$ cat config.mk
export PLATFORM = sky130hd
export DESIGN_NAME = lcd_hd44780_ctrl
export DESIGN_NICKNAME = d
export VERILOG_FILES = /design/src/rtl/lcd_hd44780_pkg.sv /design/src/rtl/lcd_hd44780_nibble_tx.sv /design/src/rtl/lcd_hd44780_ctrl.sv
export SDC_FILE = /design/constraint.sdc
export NUM_CORES = 1
export LEC_CHECK = 0
export BUFFER_PORTS_ARGS = -buffer_cell sky130_fd_sc_hd__buf_2
export CAP_MARGIN = 10
export CORE_AREA = 2 2 68 86
export CTS_CLUSTER_DIAMETER = 120
export DETAILED_ROUTE_END_ITERATION = 8
export DIE_AREA = 0 0 70 88
export PLACE_DENSITY = 0.87
export SYNTH_ARGS = -nofsm -noshare
export SYNTH_HDL_FRONTEND = slang
export SYNTH_SLANG_ARGS = --single-unit
$ cat constraint.sdc
create_clock -name clk -period 4.75 [get_ports clk]
set_input_delay 0.475 -clock clk [delete_from_list [all_inputs] [get_ports clk]]
set_output_delay 0.475 -clock clk [all_outputs]
set_load 0.01 [all_outputs]
$ cat src/rtl/lcd_hd44780_pkg.sv
// ----------------------------------------------------------------------------
// lcd_hd44780_pkg
// Shared definitions for the HD44780 4-bit-mode controller:
//   - controller state enum
//   - power-up initialisation ROM (entry kind, value, wait select, count)
//   - command constants and small helper functions
// ----------------------------------------------------------------------------
package lcd_hd44780_pkg;

  typedef enum logic [2:0] {
    ST_PWRUP   = 3'd0,
    ST_INIT    = 3'd1,
    ST_IDLE    = 3'd2,
    ST_XFER_HI = 3'd3,
    ST_XFER_LO = 3'd4,
    ST_WAIT    = 3'd5
  } lcd_state_e;

  // A ROM entry is either a lone nibble (value[3:0]) or a full byte.
  typedef enum logic {
    ENT_NIBBLE = 1'b0,
    ENT_BYTE   = 1'b1
  } init_kind_e;

  typedef enum logic {
    WSEL_CMD  = 1'b0,
    WSEL_LONG = 1'b1
  } wait_sel_e;

  typedef struct packed {
    init_kind_e kind;
    logic [7:0] value;
    wait_sel_e  wsel;
  } init_entry_t;

  localparam int         INIT_LEN  = 8;
  localparam logic [2:0] INIT_LAST = 3'(INIT_LEN - 1);

  localparam logic [7:0] CMD_CLEAR = 8'h01;
  localparam logic [7:0] CMD_HOME  = 8'h02;

  // 4-bit wake-up sequence: three 0x3 nibbles (the first needs the long
  // delay), switch to 4-bit with 0x2, then function set / display on /
  // entry mode / clear. Clear needs the long delay as well.
  function automatic init_entry_t init_rom(input logic [2:0] idx);
    init_entry_t e;
    case (idx)
      3'd0:    e = '{ENT_NIBBLE, 8'h03, WSEL_LONG};
      3'd1:    e = '{ENT_NIBBLE, 8'h03, WSEL_CMD};
      3'd2:    e = '{ENT_NIBBLE, 8'h03, WSEL_CMD};
      3'd3:    e = '{ENT_NIBBLE, 8'h02, WSEL_CMD};
      3'd4:    e = '{ENT_BYTE,   8'h28, WSEL_CMD};
      3'd5:    e = '{ENT_BYTE,   8'h0C, WSEL_CMD};
      3'd6:    e = '{ENT_BYTE,   8'h06, WSEL_CMD};
      default: e = '{ENT_BYTE,   CMD_CLEAR, WSEL_LONG};
    endcase
    return e;
  endfunction

  // Clear (0x01) and return-home (0x02/0x03, bit 0 is don't-care) are the
  // slow instructions on the panel.
  function automatic logic needs_long_wait(input logic rs, input logic [7:0] d);
    return !rs && ((d == CMD_CLEAR) || (d == CMD_HOME) || (d == 8'h03));
  endfunction

  function automatic int max_int(input int a, input int b);
    return (a > b) ? a : b;
  endfunction

endpackage

$ cat src/rtl/lcd_hd44780_nibble_tx.sv
// ----------------------------------------------------------------------------
// lcd_nibble_tx
// Drives one E-strobed nibble onto the LCD bus:
//   SETUP_CYCLES with E low, E_CYCLES with E high, SETUP_CYCLES hold with E low.
// Ports:
//   clk, rst_n      clock, synchronous active-low reset
//   start           launch a nibble (accepted in any phase; restarts the strobe)
//   nibble, rs      value presented on lcd_d / lcd_rs from the start edge
//   lcd_d, lcd_rs   registered bus outputs, held after the strobe completes
//   lcd_e           registered enable strobe
//   done            1-cycle pulse during the last hold cycle, so the caller
//                   can start the next nibble on the following edge with no gap
//   dbg_phase       current strobe phase
// ----------------------------------------------------------------------------
module lcd_nibble_tx #(
  parameter int SETUP_CYCLES = 2,
  parameter int E_CYCLES     = 5,
  parameter int CW           = 8
) (
  input  logic       clk,
  input  logic       rst_n,
  input  logic       start,
  input  logic [3:0] nibble,
  input  logic       rs,
  output logic [3:0] lcd_d,
  output logic       lcd_rs,
  output logic       lcd_e,
  output logic       done,
  output logic [1:0] dbg_phase
);

  localparam logic [1:0] PH_OFF    = 2'd0;
  localparam logic [1:0] PH_SETUP  = 2'd1;
  localparam logic [1:0] PH_STROBE = 2'd2;
  localparam logic [1:0] PH_HOLD   = 2'd3;

  logic [1:0]    r_phase;
  logic [CW-1:0] r_cnt;
  logic [3:0]    r_d;
  logic          r_rs;
  logic          r_e;

  assign done      = (r_phase == PH_HOLD) && (r_cnt == '0);
  assign lcd_d     = r_d;
  assign lcd_rs    = r_rs;
  assign lcd_e     = r_e;
  assign dbg_phase = r_phase;

  // Each phase loads its length minus one on entry and leaves when the
  // counter reaches zero, so a phase lasts exactly its parameter in clocks.
  always_ff @(posedge clk) begin
    if (!rst_n) begin
      r_phase <= PH_OFF;
      r_cnt   <= '0;
      r_d     <= '0;
      r_rs    <= 1'b0;
      r_e     <= 1'b0;
    end else if (start) begin
      r_phase <= PH_SETUP;
      r_cnt   <= CW'(SETUP_CYCLES - 1);
      r_d     <= nibble;
      r_rs    <= rs;
      r_e     <= 1'b0;
    end else begin
      case (r_phase)
        PH_SETUP: begin
          if (r_cnt == '0) begin
            r_phase <= PH_STROBE;
            r_cnt   <= CW'(E_CYCLES - 1);
            r_e     <= 1'b1;
          end else begin
            r_cnt <= r_cnt - CW'(1);
          end
        end
        PH_STROBE: begin
          if (r_cnt == '0) begin
            r_phase <= PH_HOLD;
            r_cnt   <= CW'(SETUP_CYCLES - 1);
            r_e     <= 1'b0;
          end else begin
            r_cnt <= r_cnt - CW'(1);
          end
        end
        PH_HOLD: begin
          if (r_cnt == '0) begin
            r_phase <= PH_OFF;
          end else begin
            r_cnt <= r_cnt - CW'(1);
          end
        end
        default: begin
          r_phase <= PH_OFF;
        end
      endcase
    end
  end

endmodule

$ cat src/rtl/lcd_hd44780_ctrl.sv
// ----------------------------------------------------------------------------
// lcd_hd44780_ctrl
// HD44780 character-LCD controller, 4-bit bus mode, write-only (R/W tied low).
// After reset: waits PWRUP_WAIT clocks, plays the init ROM, raises init_done,
// then accepts command/data bytes and sends each as high then low nibble,
// followed by a fixed execution wait.
// Ports:
//   clk, rst_n     clock, synchronous active-low reset
//   in_valid       byte offered
//   in_ready       controller can take a byte (only in IDLE)
//   in_rs, in_data register select (0 cmd / 1 data) and byte
//   lcd_d          DB7..DB4
//   lcd_rs, lcd_e  register select and enable strobe
//   init_done      high once initialisation has completed
//   dbg_state      current controller state (lcd_state_e encoding)
//
// Handshake: a byte transfers on a rising clk edge where in_valid and in_ready
// are both 1. in_ready is registered and is 1 only while idle; it drops on the
// transfer edge. in_rs/in_data are captured on that edge and not looked at
// again. in_valid may stay high across transfers to stream bytes.
//
// Wait timing: the IDLE cycle that precedes an acceptance counts as the last
// cycle of the previous wait, so consecutive acceptances are exactly
// 2*N + W clocks apart (N = 2*SETUP_CYCLES + E_CYCLES). The init ROM uses the
// same rule, the INIT launch cycle taking the place of the IDLE cycle. Waits
// (and PWRUP_WAIT) must therefore be at least 2.
// ----------------------------------------------------------------------------
module lcd_hd44780_ctrl
  import lcd_hd44780_pkg::*;
#(
  parameter int SETUP_CYCLES = 2,
  parameter int E_CYCLES     = 5,
  parameter int CMD_WAIT     = 500,
  parameter int LONG_WAIT    = 20000,
  parameter int PWRUP_WAIT   = 150000
) (
  input  logic       clk,
  input  logic       rst_n,
  input  logic       in_valid,
  output logic       in_ready,
  input  logic       in_rs,
  input  logic [7:0] in_data,
  output logic [3:0] lcd_d,
  output logic       lcd_rs,
  output logic       lcd_e,
  output logic       init_done,
  output logic [2:0] dbg_state
);

  localparam int MAX_P = max_int(max_int(max_int(SETUP_CYCLES, E_CYCLES),
                                         max_int(CMD_WAIT, LONG_WAIT)),
                                 PWRUP_WAIT);
  localparam int CW = $clog2(MAX_P) + 1;

  lcd_state_e    r_state;
  logic [CW-1:0] r_cnt;
  logic [2:0]    r_idx;
  logic [7:0]    r_data;
  logic          r_rs;
  logic          r_long;
  logic          r_in_ready;
  logic          r_init_done;

  init_entry_t   w_entry;
  logic          w_accept;
  logic          w_start;
  logic [3:0]    w_nibble;
  logic          w_nib_rs;
  logic          w_done;
  logic [CW-1:0] w_wait_load;
  logic [1:0]    w_tx_phase;

  assign in_ready  = r_in_ready;
  assign init_done = r_init_done;
  assign dbg_state = r_state;

  assign w_wait_load = r_long ? CW'(LONG_WAIT - 2) : CW'(CMD_WAIT - 2);

  always_comb begin
    w_entry  = init_rom(r_idx);
    w_accept = (r_state == ST_IDLE) && r_in_ready && in_valid;
    w_start  = 1'b0;
    w_nibble = '0;
    w_nib_rs = 1'b0;
    case (r_state)
      ST_INIT: begin
        // A lone init nibble goes out as if it were the low half of a byte,
        // so it flows straight into WAIT after one strobe.
        w_start  = 1'b1;
        w_nibble = (w_entry.kind == ENT_NIBBLE) ? w_entry.value[3:0]
                                                : w_entry.value[7:4];
      end
      ST_IDLE: begin
        if (w_accept) begin
          w_start  = 1'b1;
          w_nibble = in_data[7:4];
          w_nib_rs = in_rs;
        end
      end
      ST_XFER_HI: begin
        if (w_done) begin
          w_start  = 1'b1;
          w_nibble = r_data[3:0];
          w_nib_rs = r_rs;
        end
      end
      default: begin
      end
    endcase
  end

  always_ff @(posedge clk) begin
    if (!rst_n) begin
      r_state     <= ST_PWRUP;
      r_cnt       <= CW'(PWRUP_WAIT - 2);
      r_idx       <= '0;
      r_data      <= '0;
      r_rs        <= 1'b0;
      r_long      <= 1'b0;
      r_in_ready  <= 1'b0;
      r_init_done <= 1'b0;
    end else begin
      case (r_state)
        ST_PWRUP: begin
          if (r_cnt == '0) begin
            r_state <= ST_INIT;
            r_idx   <= '0;
          end else begin
            r_cnt <= r_cnt - CW'(1);
          end
        end
        ST_INIT: begin
          r_data  <= w_entry.value;
          r_rs    <= 1'b0;
          r_long  <= (w_entry.wsel == WSEL_LONG);
          r_state <= (w_entry.kind == ENT_NIBBLE) ? ST_XFER_LO : ST_XFER_HI;
        end
        ST_IDLE: begin
          if (w_accept) begin
            r_data     <= in_data;
            r_rs       <= in_rs;
            r_long     <= needs_long_wait(in_rs, in_data);
            r_in_ready <= 1'b0;
            r_state    <= ST_XFER_HI;
          end
        end
        ST_XFER_HI: begin
          if (w_done) begin
            r_state <= ST_XFER_LO;
          end
        end
        ST_XFER_LO: begin
          if (w_done) begin
            r_state <= ST_WAIT;
            r_cnt   <= w_wait_load;
          end
        end
        ST_WAIT: begin
          if (r_cnt == '0) begin
            if (r_init_done || (r_idx == INIT_LAST)) begin
              r_state     <= ST_IDLE;
              r_in_ready  <= 1'b1;
              r_init_done <= 1'b1;
            end else begin
              r_idx   <= r_idx + 3'd1;
              r_state <= ST_INIT;
            end
          end else begin
            r_cnt <= r_cnt - CW'(1);
          end
        end
        default: begin
          r_state <= ST_PWRUP;
          r_cnt   <= CW'(PWRUP_WAIT - 2);
        end
      endcase
    end
  end

  lcd_nibble_tx #(
    .SETUP_CYCLES (SETUP_CYCLES),
    .E_CYCLES     (E_CYCLES),
    .CW           (CW)
  ) u_nibble_tx (
    .clk       (clk),
    .rst_n     (rst_n),
    .start     (w_start),
    .nibble    (w_nibble),
    .rs        (w_nib_rs),
    .lcd_d     (lcd_d),
    .lcd_rs    (lcd_rs),
    .lcd_e     (lcd_e),
    .done      (w_done),
    .dbg_phase (w_tx_phase)
  );

endmodule

==> impl_metrics.toml <==
[setup_path]
crit_path_end_kind = "flop"
cp_data_arrival_time_ps = 3550
cpMaxStageDelayCell = "nor4_2"
rrSetupSlack_ps = 1470
path_class = "reg2reg"
cpLargestDelayFamily = "simple AND/OR/NAND/NOR gates"
r2r_start = "r_cnt[0]$_SDFFE_PN0P_"
cp_slowest_stage_delay_ps = 890
ff2ff_path_depth = 9
start_kind = "flop"
r2r_end = "r_cnt[13]$_SDFFE_PN0P_"
crit_chain = "inv_1 -> ha_1 -> or4b_1 -> nor3_4 -> a31oi_1 -> nor4_2 -> buf_4 -> o31ai_1 -> a21boi_1"
required_ps = 5030
crit_buf_inv = 2
crit_fanout = 13

[sta]
fin_crit_sh_pct = 69.0
worst-slew-pin-transition_ps = 1010
clock_skew_ps = 12.3
setup_viol = 0
finalHoldViolations = 0
grt_setup_unrepaired = "no"
fin_setup_tns_ps = 0
relSlewSlack_pct = 32.4
fin_crit_ps = 3280
hold_ws_ps = 427
max_freq_mhz = 305
maxSlewViolCount = 0

[die]
rows = 30
dieArea_mm2 = 0.00616
start_util_pct = 63.3
pin_count = 23
die_x_um = 70
coreArea_mm2 = 0.00533
dieHeight_um = 88

[placed_design]
io_buffers = 22
dp_hpwl_um = 5890
dpl.cell_count = 500
gp_congestion = 0.891

[logic_synthesis]
synth-seq-cells = 60
ys_warn_count = 0
synthArstFlopShare_pct = 0
ys.flop_type = "dfxtp_1"
yosysMostFrequentCell = "nor2_1"
syn_area_mm2 = 0.00337
yosysUniqueCellTypes = 56
synth-seq-area-share_pct = 35.6
synth_area_leaders = "dfxtp_1 (36%), nor2_1 (7.3%), o21ai_0 (4.3%), a21oi_1 (4.2%), ha_1 (4.1%)"
synth.top_cell.area_share_pct = 35.6
synth_nets = 455
syn_avg_cell_area_um2 = 7.81
synth_edf_count = 0
yosysTopAreaCell = "dfxtp_1"
netlist_top_cells_count = "nor2_1 (66), dfxtp_1 (60), o21ai_0 (29), a21oi_1 (28), nand2_1 (22)"
syn_inst = 432

[clocking]
post_cts_buffers = 0
postCtsHoldBufs = 0
htree_levels = 3
root_buffer = "clkbuf_8"
numCtsBuffers = 9
cts.path.max_buffers = 2
cts.sinks = 60
cts_tree = "yes"
clk_latency_ps = 340
cts-resized-gates = 0
path_clk_slew_ps = 70

[detailed_routing]
vias_per_cell = 6.45
num_vias = 3342
first_pass_iters = 6
totalWireLength_um = 8320
wl_per_cell_um = 16.1
antenna_left = 0
drtIter0Drc = 288
drc_errors = 0

[pwr]
finalPower_uw = 2190
cellLeakagePower_uw = 0.00141
p_comb_share_pct = 50.7
ir_worst_vdd_v = 0.000764
seqPwrFrac_pct = 31.1
power.internal_uw = 1140
swShare_pct = 48.0
power_density_mw_per_mm2 = 595
clkPwrFrac_pct = 18.2
p_sw_uw = 1050

[cells_and_area]
drive_above_1_share_pct = 11.5
layout.nets = 472
areaGrowthSynthToFinish_pct = 8.90
insertedDiodeCount = 0
final_cells = 518

[min_path]
min_to = "u_nibble_tx.lcd_d[3]$_SDFFE_PN0P_"
hold_path_depth = 3
hp-class = "in2reg"
hold_path.startpoint = "in_data[7]"

[grt]
grt_overflow = 0
antenna_found_initial = 0
grt_pass1_vias = 3089
grt_pass1_wl_um = 13700
grt_usage_pct = 27.7
grt_max_degree = 25

[status]
status = "finished, final reports clean"

[flow_run]
cap_viol_max_count = 0
[final cells by class]
type,instances,area [µm²]
clock buffers,10,138
well taps,64,80.1
fillers,425,1660
flip-flops and latches,60,1200
multi-input cells,336,2030
clock inverters,6,30.0
repair buffers,26,135
inverters,16,60.1
[placed cells by master, fill, tap and decap left out, types with 3 or more instances in the layout]
| cell type | count |
|---|---|
| a211oi_1 | 4 |
| a21boi_1 | 3 |
| a21oi_1 | 28 |
| a31oi_1 | 14 |
| and3_1 | 4 |
| buf_2 | 22 |
| clkbuf_8 | 10 |
| clkinv_2 | 6 |
| dfxtp_1 | 60 |
| ha_1 | 11 |
| inv_1 | 16 |
| mux2i_1 | 4 |
| nand2_1 | 22 |
| nand2b_1 | 8 |
| nand3_1 | 17 |
| nand4_1 | 5 |
| nor2_1 | 66 |
| nor2b_1 | 5 |
| nor3_1 | 16 |
| nor4_1 | 13 |
| o211ai_1 | 7 |
| o21ai_0 | 29 |
| o21ai_1 | 4 |
| o31ai_1 | 7 |
| or3_1 | 9 |
| or4_1 | 7 |
| xnor2_1 | 9 |
| xor2_1 | 5 |
[cells by family after synthesis]
family | after synthesis | share of synthesized area [%]
fa+ha+maj | 11 | 4.08
mux | 4 | 1.19
xor+xnor | 14 | 3.63
buf+inv | 36 | 4.23
simple gates | 192 | 30.3
flops | 60 | 35.6
compound gates | 115 | 20.9
[worst min-delay path, delay by kind of cell]
| kind | cells | cell delay (ps) |
|---|---|---|
| buf+inv | 1 | 100 |
| compound gates | 1 | 70 |
| simple gates | 1 | 50 |
[routing by layer]
layer	routed length (µm)	GRT usage, %
met4	243	15.2
met2	4180	47.5
met3	451	6.67
met1	3440	32.0
met5	0	0
[registers in the layout, summed over array words and instances, names as in the netlist, 2 cells and up]
name	flops
r_cnt	19
u_nibble_tx.r_cnt	19
r_data	4
u_nibble_tx.lcd_d	4
dbg_state	3
r_idx	3
u_nibble_tx.dbg_phase	2
[power by group through the flow]
stage	Sequential, µW	Combinational, µW	Clock, µW
floorplan	668	860	0
global placement	681	1020	0
detailed placement	686	1070	0
CTS	678	1080	403
global route	690	1220	425
finish	679	1110	398
[how the worst max path moves through the flow]
| stage | start | end | cells after the start |
|---|---|---|---|
| floorplan | u_nibble_tx.r_cnt[0]$_SDFFE_PN0P_ | r_cnt[13]$_SDFFE_PN0P_ | 9 |
| global placement | r_cnt[0]$_SDFFE_PN0P_ | r_cnt[10]$_SDFFE_PN0P_ | 9 |
| detailed placement | r_cnt[0]$_SDFFE_PN0P_ | r_cnt[9]$_SDFFE_PN0P_ | 9 |
| CTS | r_cnt[0]$_SDFFE_PN0P_ | r_cnt[13]$_SDFFE_PN0P_ | 9 |
| global route | r_cnt[0]$_SDFFE_PN0P_ | r_cnt[10]$_SDFFE_PN0P_ | 9 |
| finish | r_cnt[0]$_SDFFE_PN0P_ | r_cnt[13]$_SDFFE_PN0P_ | 9 |
[metrics by stage]
| stage | setup WS (ps) | utilization, % | cell area (µm²) |
|---|---|---|---|
| floorplan | 2140 | - | 3370 |
| global placement | 1670 | 65.6 | 3500 |
| detailed placement | 1540 | 65.6 | 3500 |
| CTS | 1530 | 68.8 | 3660 |
| global route | 1190 | 68.9 | 3670 |
| finish | 1470 | 68.9 | 3670 |
Power figures use the tool's default switching activity.
